`src/rtl/led_pkg.sv`:
```
// Shared encodings and constants for the LED pattern sequencer.
package led_pkg;

  typedef enum logic [1:0] {
    MODE_OFF    = 2'd0,
    MODE_BLINK  = 2'd1,
    MODE_CHASE  = 2'd2,
    MODE_BINARY = 2'd3
  } mode_t;

  typedef enum logic {
    ST_RUN     = 1'b0,
    ST_PENDING = 1'b1
  } state_t;

  // Terminal prescaler value for a step period of ms milliseconds at freq Hz.
  function automatic int count_step(input int freq, input int ms);
    return (freq / 1000) * ms - 1;
  endfunction

endpackage

```
`src/rtl/led_step_timer.sv`:
```
// Step prescaler: counts 0..COUNT_STEP while enabled and flags the last count.
module led_step_timer
  import led_pkg::*;
#(
  parameter int CLOCK_FREQUENCY = 27000000,
  parameter int STEP_MS         = 100
) (
  input  logic clk,
  input  logic rst,
  input  logic en,
  output logic tick
);

  localparam int COUNT_STEP = count_step(CLOCK_FREQUENCY, STEP_MS);
  localparam int CNT_W      = (COUNT_STEP > 0) ? $clog2(COUNT_STEP + 1) : 1;
  localparam logic [CNT_W-1:0] CNT_MAX = CNT_W'(COUNT_STEP);

  logic [CNT_W-1:0] count;

  always_ff @(posedge clk) begin
    if (rst) begin
      count <= '0;
    end else if (en) begin
      if (count == CNT_MAX) count <= '0;
      else                  count <= count + CNT_W'(1);
    end
  end

  assign tick = en && (count == CNT_MAX);

endmodule

```
`src/rtl/led_pattern_sequencer.sv`:
```
// LED bank sequencer: step timer, mode-change handshake FSM and per-mode pattern state.
module led_pattern_sequencer
  import led_pkg::*;
#(
  parameter int CLOCK_FREQUENCY = 27000000,
  parameter int STEP_MS         = 100,
  parameter int NUM_LEDS        = 6,
  parameter int RESET_MODE      = 1,
  parameter int LED_ACTIVE_LOW  = 1
) (
  input  logic                Clock,
  input  logic                Reset,
  input  logic                Mode_Req,
  input  logic [1:0]          Mode_Sel,
  input  logic                Pause,
  output logic                Mode_Ack,
  output logic [1:0]          Mode,
  output logic                Step_Tick,
  output logic [NUM_LEDS-1:0] Led
);

  localparam int POS_W = $clog2(NUM_LEDS);
  localparam logic [POS_W-1:0] POS_LAST = POS_W'(NUM_LEDS - 1);
  localparam mode_t INIT_MODE = mode_t'(2'(RESET_MODE));

  state_t              state, state_nx;
  mode_t               mode, mode_nx, pend_mode, pend_nx;
  logic                rearm, rearm_nx, ack_nx;
  logic                phase, phase_nx;
  logic [POS_W-1:0]    pos, pos_nx;
  logic                dir_down, dir_nx;
  logic [NUM_LEDS-1:0] cnt, cnt_nx;
  logic                tick;

  // Logical pattern for a mode and pattern state, mapped to pin polarity.
  function automatic logic [NUM_LEDS-1:0] led_drive(input mode_t m, input logic ph,
                                                    input logic [POS_W-1:0] p,
                                                    input logic [NUM_LEDS-1:0] c);
    logic [NUM_LEDS-1:0] l;
    l = '0;
    case (m)
      MODE_BLINK:  l = {NUM_LEDS{ph}};
      MODE_CHASE:  l = NUM_LEDS'(1) << p;
      MODE_BINARY: l = c;
      default:     l = '0;
    endcase
    return (LED_ACTIVE_LOW != 0) ? ~l : l;
  endfunction

  led_step_timer #(
    .CLOCK_FREQUENCY(CLOCK_FREQUENCY),
    .STEP_MS        (STEP_MS)
  ) u_timer (
    .clk (Clock),
    .rst (Reset),
    .en  (!Pause),
    .tick(tick)
  );

  assign Step_Tick = tick;
  assign Mode      = mode;

  always_comb begin
    state_nx = state;
    mode_nx  = mode;
    pend_nx  = pend_mode;
    rearm_nx = rearm;
    ack_nx   = 1'b0;
    phase_nx = phase;
    pos_nx   = pos;
    dir_nx   = dir_down;
    cnt_nx   = cnt;

    if (!Mode_Req) rearm_nx = 1'b1;

    // All pattern generators advance together; only the active mode is displayed.
    if (tick) begin
      phase_nx = ~phase;
      cnt_nx   = cnt + NUM_LEDS'(1);
      if (!dir_down) begin
        if (pos == POS_LAST) begin
          dir_nx = 1'b1;
          pos_nx = pos - POS_W'(1);
        end else begin
          pos_nx = pos + POS_W'(1);
        end
      end else begin
        if (pos == '0) begin
          dir_nx = 1'b0;
          pos_nx = POS_W'(1);
        end else begin
          pos_nx = pos - POS_W'(1);
        end
      end
    end

    case (state)
      ST_RUN: begin
        if (Mode_Req && rearm) begin
          pend_nx  = mode_t'(Mode_Sel);
          state_nx = ST_PENDING;
        end
      end
      ST_PENDING: begin
        if (tick) begin
          mode_nx  = pend_mode;
          ack_nx   = 1'b1;
          rearm_nx = 1'b0;
          phase_nx = 1'b0;
          pos_nx   = '0;
          dir_nx   = 1'b0;
          cnt_nx   = '0;
          state_nx = ST_RUN;
        end
      end
      default: state_nx = ST_RUN;
    endcase
  end

  always_ff @(posedge Clock) begin
    if (Reset) begin
      state     <= ST_RUN;
      mode      <= INIT_MODE;
      pend_mode <= INIT_MODE;
      rearm     <= 1'b1;
      Mode_Ack  <= 1'b0;
      phase     <= 1'b0;
      pos       <= '0;
      dir_down  <= 1'b0;
      cnt       <= '0;
      Led       <= led_drive(INIT_MODE, 1'b0, '0, '0);
    end else begin
      state     <= state_nx;
      mode      <= mode_nx;
      pend_mode <= pend_nx;
      rearm     <= rearm_nx;
      Mode_Ack  <= ack_nx;
      phase     <= phase_nx;
      pos       <= pos_nx;
      dir_down  <= dir_nx;
      cnt       <= cnt_nx;
      Led       <= led_drive(mode_nx, phase_nx, pos_nx, cnt_nx);
    end
  end

endmodule

```
`config.mk`:
```
export PLATFORM = sky130hd
export DESIGN_NAME = led_pattern_sequencer
export DESIGN_NICKNAME = d
export VERILOG_FILES = /design/src/rtl/led_pkg.sv /design/src/rtl/led_step_timer.sv /design/src/rtl/led_pattern_sequencer.sv
export SDC_FILE = /design/constraint.sdc
export NUM_CORES = 1
export LEC_CHECK = 0
export CAP_MARGIN = 20
export CORE_ASPECT_RATIO = 0.9
export CORE_MARGIN = 5
export CORE_UTILIZATION = 45
export DETAILED_ROUTE_END_ITERATION = 12
export GPL_TIMING_DRIVEN = 0
export SYNTH_ARGS = -nofsm -noshare
export SYNTH_HDL_FRONTEND = slang
export SYNTH_HIERARCHICAL = 1
export SYNTH_SLANG_ARGS = --single-unit
```
`constraint.sdc`:
```
create_clock -name Clock -period 4.8 [get_ports Clock]
set_input_delay 0.96 -clock Clock [delete_from_list [all_inputs] [get_ports Clock]]
set_output_delay 0.96 -clock Clock [all_outputs]
set_load 0.1 [all_outputs]
```
==> results of run 1 <==
-- sequential cells by signal (all words and copies together), names as in the netlist, 2 cells and up, named ones only --
signal / cells
Led: 6
Mode: 2
cnt: 6
pend_mode: 2
pos: 3
u_timer/count: 22
-- cell usage in the layout (no fill, tap or decap), types with 5 or more instances in the layout --
master / count
xor2_1: 6
xnor2_1: 8
nand3_1: 6
o21ai_0: 8
dfxtp_1: 46
nor3_1: 8
a21oi_1: 14
ha_1: 8
nand2_1: 22
mux2i_1: 5
clkdlybuf4s50_1: 15
clkbuf_8: 6
nor2_1: 34
nand4_1: 12
or3_1: 6
nor4_1: 6
inv_1: 15
-- final cells by class --
type | count | area (um^2)
well taps | 67 | 83.8
clock buffers | 7 | 86.3
plain buffers | 11 | 61.3
inverters | 16 | 62.6
fillers | 495 | 2480
multi-input cells | 209 | 1370
flip-flops and latches | 46 | 921
repair buffers | 15 | 150
clock inverters | 1 | 5.00
-- metrics by stage --
stage	cell area, um^2	setup WS, ns	cells	utilization (%)	power [mW]
after floorplan	2420	0.703	282	-	0.420
after global placement	2650	0.187	364	50.8	0.432
after detailed placement	2650	0.155	364	50.8	0.433
after CTS	2740	0.148	372	52.5	0.675
after global routing	2740	0.0107	372	52.5	0.695
final	2740	0.159	372	52.5	0.664
-- layer usage --
metal,track usage (%),part of all wire [%],vias to the layer above,wire length [um]
met3,2.90,6.6,2,342
met1,23.9,51,994,2600
met4,4.05,0.37,0,19
met5,0,0,-,0
li1,-,-,1053,-
met2,23.6,42,49,2180
-- path summary, 6_finish.rpt --
| path | slack [ns] | end | cells after the start |
|---|---|---|---|
| setup / recovery | 0.16 | Step_Tick | 6 |
| hold / removal | 0.53 | u_timer/count[19]$_SDFFE_PP0P_ | 2 |
| hold reg to reg | 0.53 | u_timer/count[19]$_SDFFE_PP0P_ | 2 |
| setup reg to reg | 1.77 | Led[3]$_SDFF_PP1_ | 10 |
-- kinds of logic after synthesis --
group                      count (synthesis)  share of synthesized area (%)
AOI/OAI and AO/OA                         50                           15.2
xor gates and xnor gates                  14                           5.10
adders and majority gates                  8                           4.17
buffers and inverters                     27                           5.16
DFF                                       46                           38.3
muxes                                      6                           2.71
and+or+nand+nor                          131                           29.3
-- power breakdown --
part / switching (mW) / total [mW] / internal, mW / leakage [nW]
registers: 0.00546 / 0.391 / 0.386 / 0.372
logic: 0.0187 / 0.0318 / 0.0131 / 0.533
clock network: 0.125 / 0.241 / 0.116 / 0.0482
total: 0.149 / 0.664 / 0.515 / 0.953
-- worst reg2reg max path, cell delays in order, from the launching register on --
cell and delay [ns]:
dfxtp_1 0.44, ha_1 0.23, nand4_1 0.41, nor4_4 0.47
buf_4 0.26, inv_4 0.09, ha_1 0.30, o32ai_1 0.24
nand2_1 0.16, nor2_2 0.22, nor3_1 0.09
==> summary.md, run 1 <==
| Metric | Value |
|---|---|
| Clock Tree Root | clkbuf_8 |
| CTS tree | done |
| Post_cts resized | 0 |
| Hold path start | u_timer/count[19]$_SDFFE_PP0P_ |
| Share of cells above drive strength 1 | 12.5% |
| Number of setup violations in the final report | 0 |
| Core Area | 0.00522 mm^2 |
| Initial antenna violation count | 0 |
| Worst EP arrival | 3.68 ns |
| Gr usage total | 16.1% |
| CTS clock-pin slew for the worst setup and hold paths | 0.08 ns |
| Crit. Startpoint | Pause |
| Number of global-route vias before repair | 1877 |
| RSZ-0062 raised after global routing | false |
| Total grt overflow | 0 |
| Post-Syn Nets | 296 |
| CP Capture Type | output port |
| Minimum clock period | 4.64 ns |
| Row cnt | 25 |
| Crit Path Max Fanout | 8 |
| Synthesis-to-layout area growth | 14.2% |
| Via/cell ratio | 5.64 |
| First-pass GRT wire length | 8.95 mm |
| H-tree depth | 2 |
| Crit path largest cell delay | 1.21 ns |
| Clk sinks | 46 |
| Clock buffer depth | 2 |
| Cells after synthesis | 282 |
| Pleak | 0.953 nW |
| Max_cap viols | 0 |
| CP Cell Sequence | clkdlybuf4s50_1 > inv_1 > buf_2 > nand4_1 > nor4_4 > clkdlybuf4s50_1 |
| #FFs+latches synth | 46 |
| Drt drc | 0 |
| Sequential area share after synthesis | 38.3% |
| Synth Flop Type | dfxtp_1 |
| Synth area leaders | dfxtp_1, nor2_1, ha_1 |
| CP delay by family, top | buffers and inverters |
| Clock latency on the worst-skew pair | 0.29 ns |
| Largest net degree at the start of global routing | 14 |
| WP buf/inv | 4 |
| Die W | 87.0 um |
| Crit Path Category | in -> out |
| Max Fclk | 215 MHz |
| Slew Limit Fails | 0 |
| Synth cell types | 61 |
| Post-synthesis async set-or-reset flop share | 0% |
| Total number of vias | 2098 |
| Post-CTS Setup Bufs | 0 |
| Power Density | 242 mW/mm^2 |
| Crit start category | primary input |
| Number of diodes | 0 |
| Cell mode on critical path | clkdlybuf4s50_1 |
| Crit path required time | 3.84 ns |
| WHS | 0.528 ns |
| Initial Utilization | 46.0% |
| Placer congestion estimate | 0.817 |
| 1st-pass router iterations | 4 |
| Clock skew | 0.00805 ns |
| Final wirelength | 5.15 mm |
| Most common library cells after synthesis | dfxtp_1, nor2_1, nand2_1, inv_1, a21oi_1 |
| I/O pin count | 16 |
| DRT antenna net count | 0 |
| Die area | 0.00690 mm^2 |
| Post-CTS Hold Buffers | 0 |
| Final net count | 318 |
| Final worst path period share | 96.7% |
| Port buffer count | 15 |
| TNS Setup | 0 ns |
| Post-synthesis instance area | 0.00240 mm^2 |
| Peak VDD IR | 0.000133 V |
| Drt wl/cell | 13.8 um |
| Dominant cell type by area after synthesis | dfxtp_1 |
| 1st-iter DRT viols | 149 |
| Hold Vio Cnt, Final | 0 |
| Max-slew headroom | 35.0% |
| Synth top area share | 38.3% |
| Critical path's slowest cell | clkdlybuf4s50_1 |
| Outcome | finished, final reports clean |
| Syn avg cell area | 8.52 um^2 |
| HP Class | reg -> reg |
| Die height | 79.3 um |
| Reg-to-Reg Start | u_timer/count[0]$_SDFFE_PP0P_ |
| Most common cell in the netlist | dfxtp_1 |
| YS warnings | 6 |
| EDFF count, synth | 0 |
| Dpl hpwl | 3.91 mm |
| CTS buffer count | 5 |
| Tightest Pin Transition | 0.972 ns |
Power figures use the tool's default switching activity.
==> run 2, diff against run 1 <==
--- a/config.mk
+++ b/config.mk
@@ -11,6 +11,8 @@
 export CORE_UTILIZATION = 45
 export DETAILED_ROUTE_END_ITERATION = 12
 export GPL_TIMING_DRIVEN = 0
+export SKIP_CTS_REPAIR_TIMING = 1
+export SLEW_MARGIN = 20
 export SYNTH_ARGS = -nofsm -noshare
 export SYNTH_HDL_FRONTEND = slang
 export SYNTH_HIERARCHICAL = 1
==> results of run 2 <==
Final layout, timing and power as in run 1 (identical DEF).
==> run 3, diff against run 2 <==
--- a/config.mk
+++ b/config.mk
@@ -9,6 +9,7 @@
 export CORE_ASPECT_RATIO = 0.9
 export CORE_MARGIN = 5
 export CORE_UTILIZATION = 45
+export CTS_BUF_LIST = sky130_fd_sc_hd__clkbuf_8
 export DETAILED_ROUTE_END_ITERATION = 12
 export GPL_TIMING_DRIVEN = 0
 export SKIP_CTS_REPAIR_TIMING = 1
==> run 3 against run 2 <==
Combinational power is essentially flat. Clock power is essentially flat. Final area is the same. Die area is the same. Non-clock buffer count is the same. Clock skew is essentially flat. Sequential share of layout area is the same. Sequential power is essentially flat. First-iteration DRC count grew 1.3%. Core utilization is the same. Final cell count is the same.
==> summary.md, run 3 (same netlist as run 1, synthesis figures left out) <==
| Metric | Value |
|---|---|
| Outcome | finished, final reports clean |
| I/O pin count | 16 (unchanged) |
| Initial Utilization | 46.0% (unchanged) |
| Clock buffer depth | 2 (unchanged) |
| CP delay by family, top | buffers and inverters |
| Initial antenna violation count | 0 (unchanged) |
| Met2 wire len | 2.20 mm (+0.92%) |
| Hold path start | u_timer/count[19]$_SDFFE_PP0P_ |
| Int Power | 0.513 mW (-0.41%) |
| RSZ-0062 raised after global routing | false |
| Crit path required time | 3.84 ns (about the same) |
| Largest net degree at the start of global routing | 14 (unchanged) |
| Share of cells above drive strength 1 | 12.5% (unchanged) |
| DR top layer | met4 |
| Core Area | 0.00522 mm^2 (unchanged) |
| Clock skew | 0.00810 ns (+0.0000451 ns) |
| Die height | 79.3 um (unchanged) |
| Max_cap viols | 0 (unchanged) |
| CP Capture Type | output port |
| CTS buffer count | 5 (unchanged) |
| H-tree depth | 2 (unchanged) |
| Die area | 0.00690 mm^2 (unchanged) |
| Die W | 87.0 um (unchanged) |
| 1st-iter DRT viols | 151 (+1.3%) |
| Crit path largest cell delay | 1.21 ns (about the same) |
| Most frequent cells in the layout | dfxtp_1, nor2_1, nand2_1 |
| Total number of vias | 2109 (+0.52%) |
| Tightest Pin Transition | 0.972 ns (unchanged) |
| First-pass GRT wire length | 8.95 mm (unchanged) |
| Via/cell ratio | 5.67 (+0.52%) |
| TNS Setup | 0 ns (unchanged) |
| CP Cell Sequence | clkdlybuf4s50_1 > inv_1 > buf_2 > nand4_1 > nor4_4 > clkdlybuf4s50_1 |
| Final net count | 318 (unchanged) |
| CTS tree | done |
| Crit Path Max Fanout | 8 (unchanged) |
| Number of diodes | 0 (unchanged) |
| Number of setup violations in the final report | 0 (unchanged) |
| Routed length on met1 | 2.57 mm (-1.2%) |
| Crit. Startpoint | Pause |
| Met3 Routed Length | 343 um (+0.29%) |
| Sequential share of power | 59.1% (+0.2 points) |
| Final worst path period share | 96.6% (-0.11 points) |
| Max reg flops | 22 (unchanged) |
| Utilization after layout | 52.5% (unchanged) |
| Minimum clock period | 4.64 ns (-0.00538 ns) |
| Number of global-route vias before repair | 1877 (unchanged) |
| Cell mode on critical path | clkdlybuf4s50_1 |
| Port buffer count | 15 (unchanged) |
| 1st-pass router iterations | 4 (unchanged) |
| Combinational Power Share | 4.8% (about the same) |
| CTS clock-pin slew for the worst setup and hold paths | 0.08 ns (about the same) |
| Final wirelength | 5.14 mm (-0.17%) |
| Total grt overflow | 0 (unchanged) |
| Peak VDD IR | 0.000133 V (about the same) |
| Commonest non-fill, non-tap cell in the layout | dfxtp_1 |
| Most flops, register | u_timer/count |
| Max-slew headroom | 35.0% (unchanged) |
| Clk sinks | 46 (unchanged) |
| Clock Tree Root | clkbuf_8 |
| Reg-to-Reg Start | u_timer/count[0]$_SDFFE_PP0P_ |
| Gr usage total | 16.1% (unchanged) |
| WP buf/inv | 4 (unchanged) |
| P_sw | 0.149 mW (about the same) |
| Drt drc | 0 (unchanged) |
| Clock network power share | 36.1% (-0.2 points) |
| Placer congestion estimate | 0.817 (unchanged) |
| Critical path's slowest cell | clkdlybuf4s50_1 |
| Clock latency on the worst-skew pair | 0.29 ns (about the same) |
| Drt wl/cell | 13.8 um (-0.17%) |
| Max Fclk | 216 MHz (+0.12%) |
| Crit Path Category | in -> out |
| Row cnt | 25 (unchanged) |
| Top flop regs | u_timer/count: 22 flops, Led: 6 flops, cnt: 6 flops |
| Power Density | 241 mW/mm^2 (-0.30%) |
| HP Class | reg -> reg |
| Hold Vio Cnt, Final | 0 (unchanged) |
| Pleak | 0.957 nW (+0.43%) |
| Switching share of power | 22.5% (+0.086 points) |
| Slew Limit Fails | 0 (unchanged) |
| Crit start category | primary input |
| Worst EP arrival | 3.68 ns (about the same) |
| DRT antenna net count | 0 (unchanged) |
| Dpl hpwl | 3.91 mm (unchanged) |
| Synthesis-to-layout area growth | 14.2% (unchanged) |
-- run 3: cell types whose count changed in the layout (fill, tap and decap cells not counted) --
cell      change
clkbuf_1      -1
inv_1         +1
-- run 3: worst reg2reg max path, delay by kind of cell (launching register included) --
kind | cells | cell delay (ns)
AO/OA/AOI/OAI | 1 | 0.24
flip-flops | 1 | 0.44
adder cells (fa/ha/maj) | 2 | 0.53
AND/OR/NAND/NOR | 5 | 1.35
buffers and inverters | 2 | 0.35
-- run 3: layout make-up --
cell class | instances | area (um^2)
fillers | 495 | 2480
multi-input cells | 209 | 1370
flip-flops and latches | 46 | 921
repair buffers | 15 | 150
well taps | 67 | 83.8
clock buffers | 6 | 82.6
inverters | 16 | 62.6
plain buffers | 11 | 61.3
clock inverters | 2 | 8.76
-- run 3: worst paths after layout --
kind                                                  endpoint  slack, ns  depth (start not counted)
worst max-delay path                                 Step_Tick       0.16                          6
worst min-delay path            u_timer/count[19]$_SDFFE_PP0P_       0.53                          2
worst max register to register               Led[3]$_SDFF_PP1_       1.78                         10
worst min register to register  u_timer/count[19]$_SDFFE_PP0P_       0.53                          2
-- run 3: routing by layer --
metal  vias up  global-route usage [%]
met5         -                       0
met4         0                    4.05
met3         2                    2.90
met2        55                    23.6
met1       999                    23.9
li1       1053                       -
-- run 3: per-stage QoR --
step	total power, mW	cells	setup WS (ns)	hold slack, ns	area (um^2)
floorplan	0.420	282	0.703	0.471	2420
global placement	0.432	364	0.187	0.491	2650
detailed placement	0.433	364	0.155	0.509	2650
CTS	0.673	372	0.148	0.523	2740
global route	0.693	372	0.0107	0.535	2740
finish	0.662	372	0.164	0.528	2740
-- run 3: power groups by stage --
stage | logic (mW) | registers, mW | clock network (mW)
CTS | 0.0323 | 0.391 | 0.249
global route | 0.0355 | 0.392 | 0.266
global placement | 0.0319 | 0.400 | 0
finish | 0.0318 | 0.391 | 0.239
floorplan | 0.0213 | 0.399 | 0
detailed placement | 0.0324 | 0.400 | 0
